### config.mk
export PLATFORM = sky130hd
export DESIGN_NAME = fetch_unit
export DESIGN_NICKNAME = d
export VERILOG_FILES = /design/src/rtl/types_pkg.sv /design/src/rtl/fetch_fifo.sv /design/src/rtl/fetch_unit.sv
export SDC_FILE = /design/constraint.sdc
export NUM_CORES = 1
export LEC_CHECK = 0
export CORE_UTILIZATION = 45
export DETAILED_ROUTE_END_ITERATION = 10
export PLACE_DENSITY = 0.76
export SLEW_MARGIN = 20
export SYNTH_ARGS = -nofsm -noshare
export SYNTH_HDL_FRONTEND = slang
export SYNTH_SLANG_ARGS = --single-unit
### constraint.sdc
create_clock -name clk -period 4.3 [get_ports clk]
set_input_delay 0.86 -clock clk [delete_from_list [all_inputs] [get_ports clk]]
set_output_delay 0.86 -clock clk [all_outputs]
set_load 0.005 [all_outputs]
### src/rtl/types_pkg.sv
// Shared types for the fetch front end: machine word, instruction-memory index,
// fetch FSM state and the {pc, instr} record carried by the fetch queue.
package types_pkg;

  localparam int unsigned XLEN     = 32;
  localparam int unsigned MEM_SIZE = 64;
  localparam int unsigned ADDR_W   = $clog2(MEM_SIZE);

  typedef logic [XLEN-1:0]   word_t;
  typedef logic [ADDR_W-1:0] address_t;

  typedef enum logic {
    RUN   = 1'b0,
    FAULT = 1'b1
  } fetch_state_t;

  typedef struct packed {
    word_t pc;
    word_t instr;
  } fetch_entry_t;

  // Fetch is only legal for word-aligned addresses inside the instruction memory.
  function automatic logic pc_out_of_range(input word_t pc);
    return (pc >= word_t'(MEM_SIZE * 4)) || (pc[1:0] != 2'b00);
  endfunction

endpackage

### src/rtl/fetch_fifo.sv
// Two-entry queue of fetched {pc, instr}; entry 0 is always the head.
// Flush wins over push/pop; callers never pop empty or push full without a pop.
module fetch_fifo
  import types_pkg::*;
(
  input  logic         clk,
  input  logic         rst,
  input  logic         push_i,
  input  logic         pop_i,
  input  logic         flush_i,
  input  fetch_entry_t push_data_i,
  output logic [1:0]   count_o,
  output fetch_entry_t head_o
);

  fetch_entry_t [1:0] ent_q, ent_d;
  logic [1:0]         count_q, count_d;
  logic [1:0]         slot;

  always_comb begin
    ent_d   = ent_q;
    count_d = count_q;
    slot    = count_q - {1'b0, pop_i};
    if (flush_i) begin
      count_d = '0;
    end else begin
      if (pop_i) ent_d[0] = ent_q[1];
      // Write slot accounts for the shift caused by a simultaneous pop.
      if (push_i) ent_d[slot[0]] = push_data_i;
      count_d = count_q + {1'b0, push_i} - {1'b0, pop_i};
    end
  end

  always_ff @(posedge clk) begin
    if (rst) begin
      ent_q   <= '0;
      count_q <= '0;
    end else begin
      ent_q   <= ent_d;
      count_q <= count_d;
    end
  end

  assign count_o = count_q;
  assign head_o  = ent_q[0];

endmodule

### src/rtl/fetch_unit.sv
// Instruction fetch: PC register, RUN/FAULT control and a 2-deep output queue
// toward decode. Memory storage lives outside; imem_instruction is combinational.
module fetch_unit
  import types_pkg::*;
#(
  parameter word_t RESET_PC = 32'h0000_0000
) (
  input  logic     clk,
  input  logic     rst,
  input  logic     redirect_valid,
  input  word_t    redirect_pc,
  output address_t imem_address,
  input  word_t    imem_instruction,
  output logic     out_valid,
  input  logic     out_ready,
  output word_t    out_instr,
  output word_t    out_pc,
  output logic     fetch_fault
);

  fetch_state_t state_q, state_d;
  word_t        pc_q, pc_d;
  logic         pc_bad;
  logic         fetch_en;
  logic         fault_st;
  logic         push, pop, flush;
  logic [1:0]   fifo_count;
  logic         fifo_valid;
  fetch_entry_t fifo_head;
  fetch_entry_t fifo_wdata;

  assign pc_bad       = pc_out_of_range(pc_q);
  assign imem_address = pc_q[ADDR_W+1:2];
  assign fifo_valid   = (fifo_count != 2'd0);

  // A redirect squashes everything else happening in the same cycle.
  assign flush = redirect_valid;
  assign pop   = fifo_valid && out_ready && !redirect_valid;
  assign push  = fetch_en && !redirect_valid;

  always_ff @(posedge clk) begin
    if (rst) state_q <= RUN;
    else     state_q <= state_d;
  end

  always_comb begin
    state_d = state_q;
    if (redirect_valid) begin
      state_d = RUN;
    end else begin
      unique case (state_q)
        RUN:     if (pc_bad) state_d = FAULT;
        FAULT:   state_d = FAULT;
        default: state_d = RUN;
      endcase
    end
  end

  always_comb begin
    fetch_en = 1'b0;
    fault_st = 1'b0;
    unique case (state_q)
      RUN:     fetch_en = !pc_bad && ((fifo_count != 2'd2) || pop);
      FAULT:   fault_st = 1'b1;
      default: fetch_en = 1'b0;
    endcase
  end

  always_comb begin
    pc_d = pc_q;
    if (redirect_valid) pc_d = redirect_pc;
    else if (push)      pc_d = pc_q + 32'd4;
  end

  always_ff @(posedge clk) begin
    if (rst) pc_q <= RESET_PC;
    else     pc_q <= pc_d;
  end

  assign fifo_wdata.pc    = pc_q;
  assign fifo_wdata.instr = imem_instruction;

  fetch_fifo u_fifo (
    .clk         (clk),
    .rst         (rst),
    .push_i      (push),
    .pop_i       (pop),
    .flush_i     (flush),
    .push_data_i (fifo_wdata),
    .count_o     (fifo_count),
    .head_o      (fifo_head)
  );

  // Outputs are forced quiet for the whole reset cycle, not just after the edge.
  assign out_valid   = !rst && fifo_valid;
  assign out_instr   = rst ? '0 : fifo_head.instr;
  assign out_pc      = rst ? '0 : fifo_head.pc;
  assign fetch_fault = !rst && fault_st;

endmodule

## After elaboration in Yosys (flattened, before gate mapping)

Cells that the tools add are included.

- Add/sub/neg operators: 4
- Reduce and logical (&&, ||, !) cells: 17
- Divide/modulo/power cells: 0
- Order comparisons: 3
- Mux-type cells: 14
- Eq/ne operators: 1
- Bitwise operators: 2
- $mul: 0
- Shift-type cells: 0

Operators with widths:

| cell | number |
|---|---|
| two-way mux 64 bit | 4 |
| bitwise mux 128 bit | 1 |
| two-way mux 32 bit | 4 |
| demux 64 bit (select 1 bit) | 1 |
| adder 32 x 3 -> 32 bit (second input constant) | 1 |
| >= comparator 32 x 9 -> 1 bit (second input constant) | 1 |
| logical AND 1 bit | 7 |
| nonzero test 2 bit | 3 |
| zero test 1 bit | 3 |
| two-way mux 1 bit | 3 |
| adder 2 x 1 -> 2 bit | 1 |
| logical OR 1 bit | 2 |
| < comparator 1 x 2 -> 1 bit (second input constant) | 1 |
| != test 2 bit (second input constant) | 1 |
| NOT 1 bit | 2 |
| case mux 1 bit (2 select lines) | 1 |
| AND reduction 2 bit | 1 |
| OR reduction 2 bit | 1 |
| subtractor 2 x 1 -> 2 bit | 1 |
| >= comparator 1 bit (second input constant) | 1 |
| subtractor 1 bit | 1 |

- RAM bits: 0
- Logic and storage cells: 48
- Bits in registers: 163
- Memories kept: 0
- Bits in read-only memories: 0
- Output and inout port bits: 72
- Latch bits: 0

## Logic depth before layout (Yosys ltp)

- Word-level depth: 10
- Depth in mapped cells: 13
- Depth with buffers taken out: 9

## Cells and area by module

A second synthesis with hierarchy kept.

- Cells, all modules: 941
- Area, all modules: 9658.0 µm²

By module, submodules not included:

| module | cells an instance | area each (µm²) | times used | sequential area each (µm²) |
|---|---|---|---|---|
| fetch_fifo | 720 | 7747.4 | 1 | 2602.5 |
| fetch_unit | 221 | 1910.6 | 1 | 660.6 |

## Worst setup path after synthesis

No wires, ideal clock.

- Kind: input-to-reg
- From: input redirect_valid
- To: register u_fifo.ent_q[75] in the netlist's numbering
- Data required time: 4.230 ns
- Data arrival time: 3.113 ns
- Stages on the path: 12
- Path slack: 1.117 ns
- Cells stage by stage: buf_2 > nor2b_1 > o21ai_2 > inv_2 > buf_2 > buf_2 > ha_1 > a311oi_1 > buf_2 > buf_2 > nand4_1 > a21oi_1

- Longest elaborated chain between the ends: 8
- Elaborated cells on any way between the ends: 15

RTL lines:

| what | line | RTL |
|---|---|---|
| start, declared | fetch_unit.sv:10 | `input logic redirect_valid,` |
| zero test 1 bit | fetch_unit.sv:38, fetch_unit.sv:39 |  |
| logical AND 1 bit | fetch_unit.sv:38 | `assign pop = fifo_valid && out_ready && !redirect_valid;` |
| subtractor 1 bit | fetch_fifo.sv:23 | `slot = count_q - {1'b0, pop_i};` |
| < comparator 1 x 2 -> 1 bit (implied by the code) / >= comparator 1 bit (equally long branches) | fetch_fifo.sv:29 | `if (push_i) ent_d[slot[0]] = push_data_i;` |
| logical AND 1 bit (implied by the code) | fetch_fifo.sv:29 |  |
| two-way mux 64 bit (implied by the code) | fetch_fifo.sv:29 |  |
| demux 64 bit (select 1 bit) | -- |  |
| bitwise mux 128 bit | fetch_fifo.sv:29 |  |
| end signal, assigned | fetch_fifo.sv:39 | `ent_q <= ent_d;` |
| end, declared | fetch_fifo.sv:16 | `fetch_entry_t [1:0] ent_q, ent_d;` |

Parallel ways exist; a longest one is shown, timed or not.
A chain may end at the register's enable or synchronous reset.

## Worst setup path after layout

- From: input rst
- To: output out_instr[0]

- Longest elaborated chain between the ends: 1

RTL lines:

| what | line | RTL |
|---|---|---|
| start, declared | fetch_unit.sv:9 | `input logic rst,` |
| two-way mux 32 bit | fetch_unit.sv:96 | `assign out_instr = rst ? '0 : fifo_head.instr;` |
| end, declared | fetch_unit.sv:16 | `output word_t out_instr,` |

No other way between the ends.

==> flow_summary_export.csv <==
group,metric,value,unit
outcome,outcome,"complete, no violations",
detailed_routing,vias_per_cell,5.55,
cts,cts_hold_buf,0,
critical_path,cp-end-kind,"output pin",
placement,dp_hpwl,11.1,mm
floorplan,initial_core_util,0.463,
placement,place_congestion,0.780,
timing,finalCritPeriodShare,0.741,
power_and_ir_drop,power.density,355,nW/um^2
worst_hold_path,hp-class,"register to register",
global_route,grt_max_degree,84,
timing,tightest_slew,1.07,ns
critical_path,worstSetupStartpointType,"input pin",
critical_path,cp_max_fo,73,
logic_synthesis,synth-edff-count,0,
critical_path,cp.arrival,2.33,ns
critical_path,max_stage_delay,0.62,ns
logic_synthesis,yosysTopAreaCellShare,0.442,
timing,rsz0062_at_grt,"no",
logic_synthesis,yosysMostFrequentCell,"dfxtp_1",
cts,cts-root-buf,"clkbuf_16",
cells_and_area,fin_nets,986,
cts,post_cts_buffers,0,
detailed_routing,drtAntennaViolNets,0,
logic_synthesis,ys.warnings.count,0,
cells_and_area,fillCellCount,1403,
timing,finalHoldViolations,0,
cts,post_cts_resized,0,
critical_path,path_cells,"buf_4 > buf_4 > nor2b_1 > clkdlybuf4s50_1",
cells_and_area,stdcell_area,9390,sq um
timing,finalSetupTns,0,ns
cts,clock_path_buffers,2,
global_route,grt_antenna_before_repair,0,
logic_synthesis,netlist_instances,829,
detailed_routing,wl_met2,8.75,mm
cells_and_area,diodes,0,
placement,place_area,8810,sq um
logic_synthesis,syn-cell-area,7380,sq um
critical_path,cp.required,3.44,ns
cts,cts_sinks,163,
detailed_routing,wl,18.8,mm
floorplan,chipWidth,130,um
floorplan,dieHeight,130,um
detailed_routing,drc,0,
logic_synthesis,ys.flop_type,"dfxtp_1",
logic_synthesis,syn_area_per_cell,8.90,sq um
timing,slew_viol_final,0,
timing,min_period,3.19,ns
global_route,grt_pass1_wl,30.6,mm
floorplan,dieArea,16900,sq um
critical_path,cp_slowest_cell,"buf_4",
logic_synthesis,netlist.top_cell.by_area,"dfxtp_1",
cts,tritoncts,"done",
logic_synthesis,synth_fp_nets,901,
cells_and_area,areaGrowthSynthToFinish,27.2,%
detailed_routing,wl_met1,8.79,mm
logic_synthesis,yosysSeqAreaShare,0.442,
timing,setup_violations,0,
floorplan,row_count,46,
power_and_ir_drop,peakVddDrop,259,uV
global_route,grt_overflow,0,
logic_synthesis,ys_types,40,
cts,numCtsBuffers,17,
cts,path_clk_slew,0.06,ns
logic_synthesis,synthTopCellsByArea,"dfxtp_1 44%, mux2i_1 7.2%, nor2b_1 5.8%",
logic_synthesis,async_reset_ff_frac,0,
detailed_routing,drt_iter0_drc,614,
global_route,grt_usage,0.229,
logic_synthesis,synth_commonest_cells,"163 x dfxtp_1, 75 x a21oi_1, 68 x nor2b_1",
power_and_ir_drop,power.leakage,3.11,nW
detailed_routing,wire_per_inst,16.4,um
floorplan,ioPinCount,140,
detailed_routing,drtPass1Iterations,5,
floorplan,core-area,15900,sq um
critical_path,cp_common_cell,"buf_4",
cells_and_area,drive_above_1_share,0.0744,
critical_path,crit_type,"input pin to output pin",
global_route,first_global_vias,6019,
logic_synthesis,ys_ff_latch,163,
timing,slew_headroom,0.288,
timing,finClkSkew,0.00728,ns
cts,clk_latency,0.42,ns
timing,timing.fmax,0.314,GHz
detailed_routing,top_layer_used,"met4",
cts,htreeDepth,4,
detailed_routing,vias,6349,
placement,io_buffer_count,139,
detailed_routing,wl_met3,947,um
run,max_cap_viol_count,0,
[cell usage in the layout, fill, tap and decap left out, types with 6 or more instances in the layout]
cell type,netlist,routed
nor2b_1,68,68
o211ai_1,11,11
o31ai_1,39,39
a21oi_1,75,75
dfxtp_1,163,163
a211oi_1,39,39
inv_1,7,7
nor4b_1,35,35
mux2i_1,53,53
nand4_1,42,42
clkdlybuf4s50_1,0,137
nor4_1,7,7
nor2_1,59,59
clkbuf_16,0,17
buf_4,13,19
o21ai_0,6,6
nand2_1,63,63
and2_1,26,26
[flip-flops by register name, summed over array words and instances (netlist names)]
signal          cells
u_fifo.count_o      2
pc_q               32
u_fifo.head_o      64
u_fifo.ent_q       64
state_q             1
[metrics by stage]
stage	setup WS [ns]	power [mW]	util	hold WS, ns	std cells
final	1.11	3.33	0.589	0.446	1143
after global routing	1.04	3.45	0.589	0.464	1143
after CTS	1.12	3.35	0.589	0.442	1143
after detailed placement	0.840	1.88	0.553	0.436	1111
after global placement	0.926	1.88	0.553	0.436	1111
after floorplan	1.12	1.75	-	0.427	829
[power by group]
part	switching (mW)	internal, mW
Combinational	0.179	0.120
Clock	0.616	0.868
Sequential	0.0192	1.53
Total	0.814	2.52
[cells by family (layout without fill, tap and decap cells)]
kind of cell,after synthesis,after routing,synth area share
buf+inv,102,200,0.0647
xor+xnor,2,2,0.00237
mux,53,53,0.0719
flops,163,163,0.442
compound gates,186,186,0.167
fa+ha+maj,4,4,0.00678
simple gates,319,319,0.245
[metal layers]
metal / up-vias / track usage
li1: 3156 / -
met1: 2983 / 0.310
met2: 182 / 0.357
met3: 28 / 0.0500
met4: 0 / 0.0855
met5: - / 0
[final timing paths]
check | start | depth (start not counted) | endpoint | slack [ns]
worst min-delay path | u_fifo.ent_q[121]$_SDFFE_PP0P_ | 2 | u_fifo.head_o[57]$_SDFFE_PP0N_ | 0.45
worst max-delay path | rst | 4 | out_instr[0] | 1.11
worst max register to register | pc_q[26]$_SDFFE_PP0P_ | 5 | u_fifo.head_o[32]$_SDFFE_PP0N_ | 1.61
worst min register to register | u_fifo.ent_q[121]$_SDFFE_PP0P_ | 2 | u_fifo.head_o[57]$_SDFFE_PP0N_ | 0.45
[worst max-delay path: cells and delay by family]
kind / cells / cell delay [ns]
simple gates: 1 / 0.06
buf+inv: 3 / 1.36
[cell type report]
| cell class | count | area [sq um] | area share |
|---|---|---|---|
| clock buffers | 19 | 443 | 0.0472 |
| clock inverters | 13 | 135 | 0.0144 |
| inverters | 9 | 33.8 | 0.00360 |
| multi-input cells | 564 | 3690 | 0.393 |
| flip-flops and latches | 163 | 3260 | 0.347 |
| well taps | 216 | 270 | 0.0288 |
| repair buffers | 159 | 1560 | 0.166 |
No activity file was read; power rests on OpenSTA's default activity.
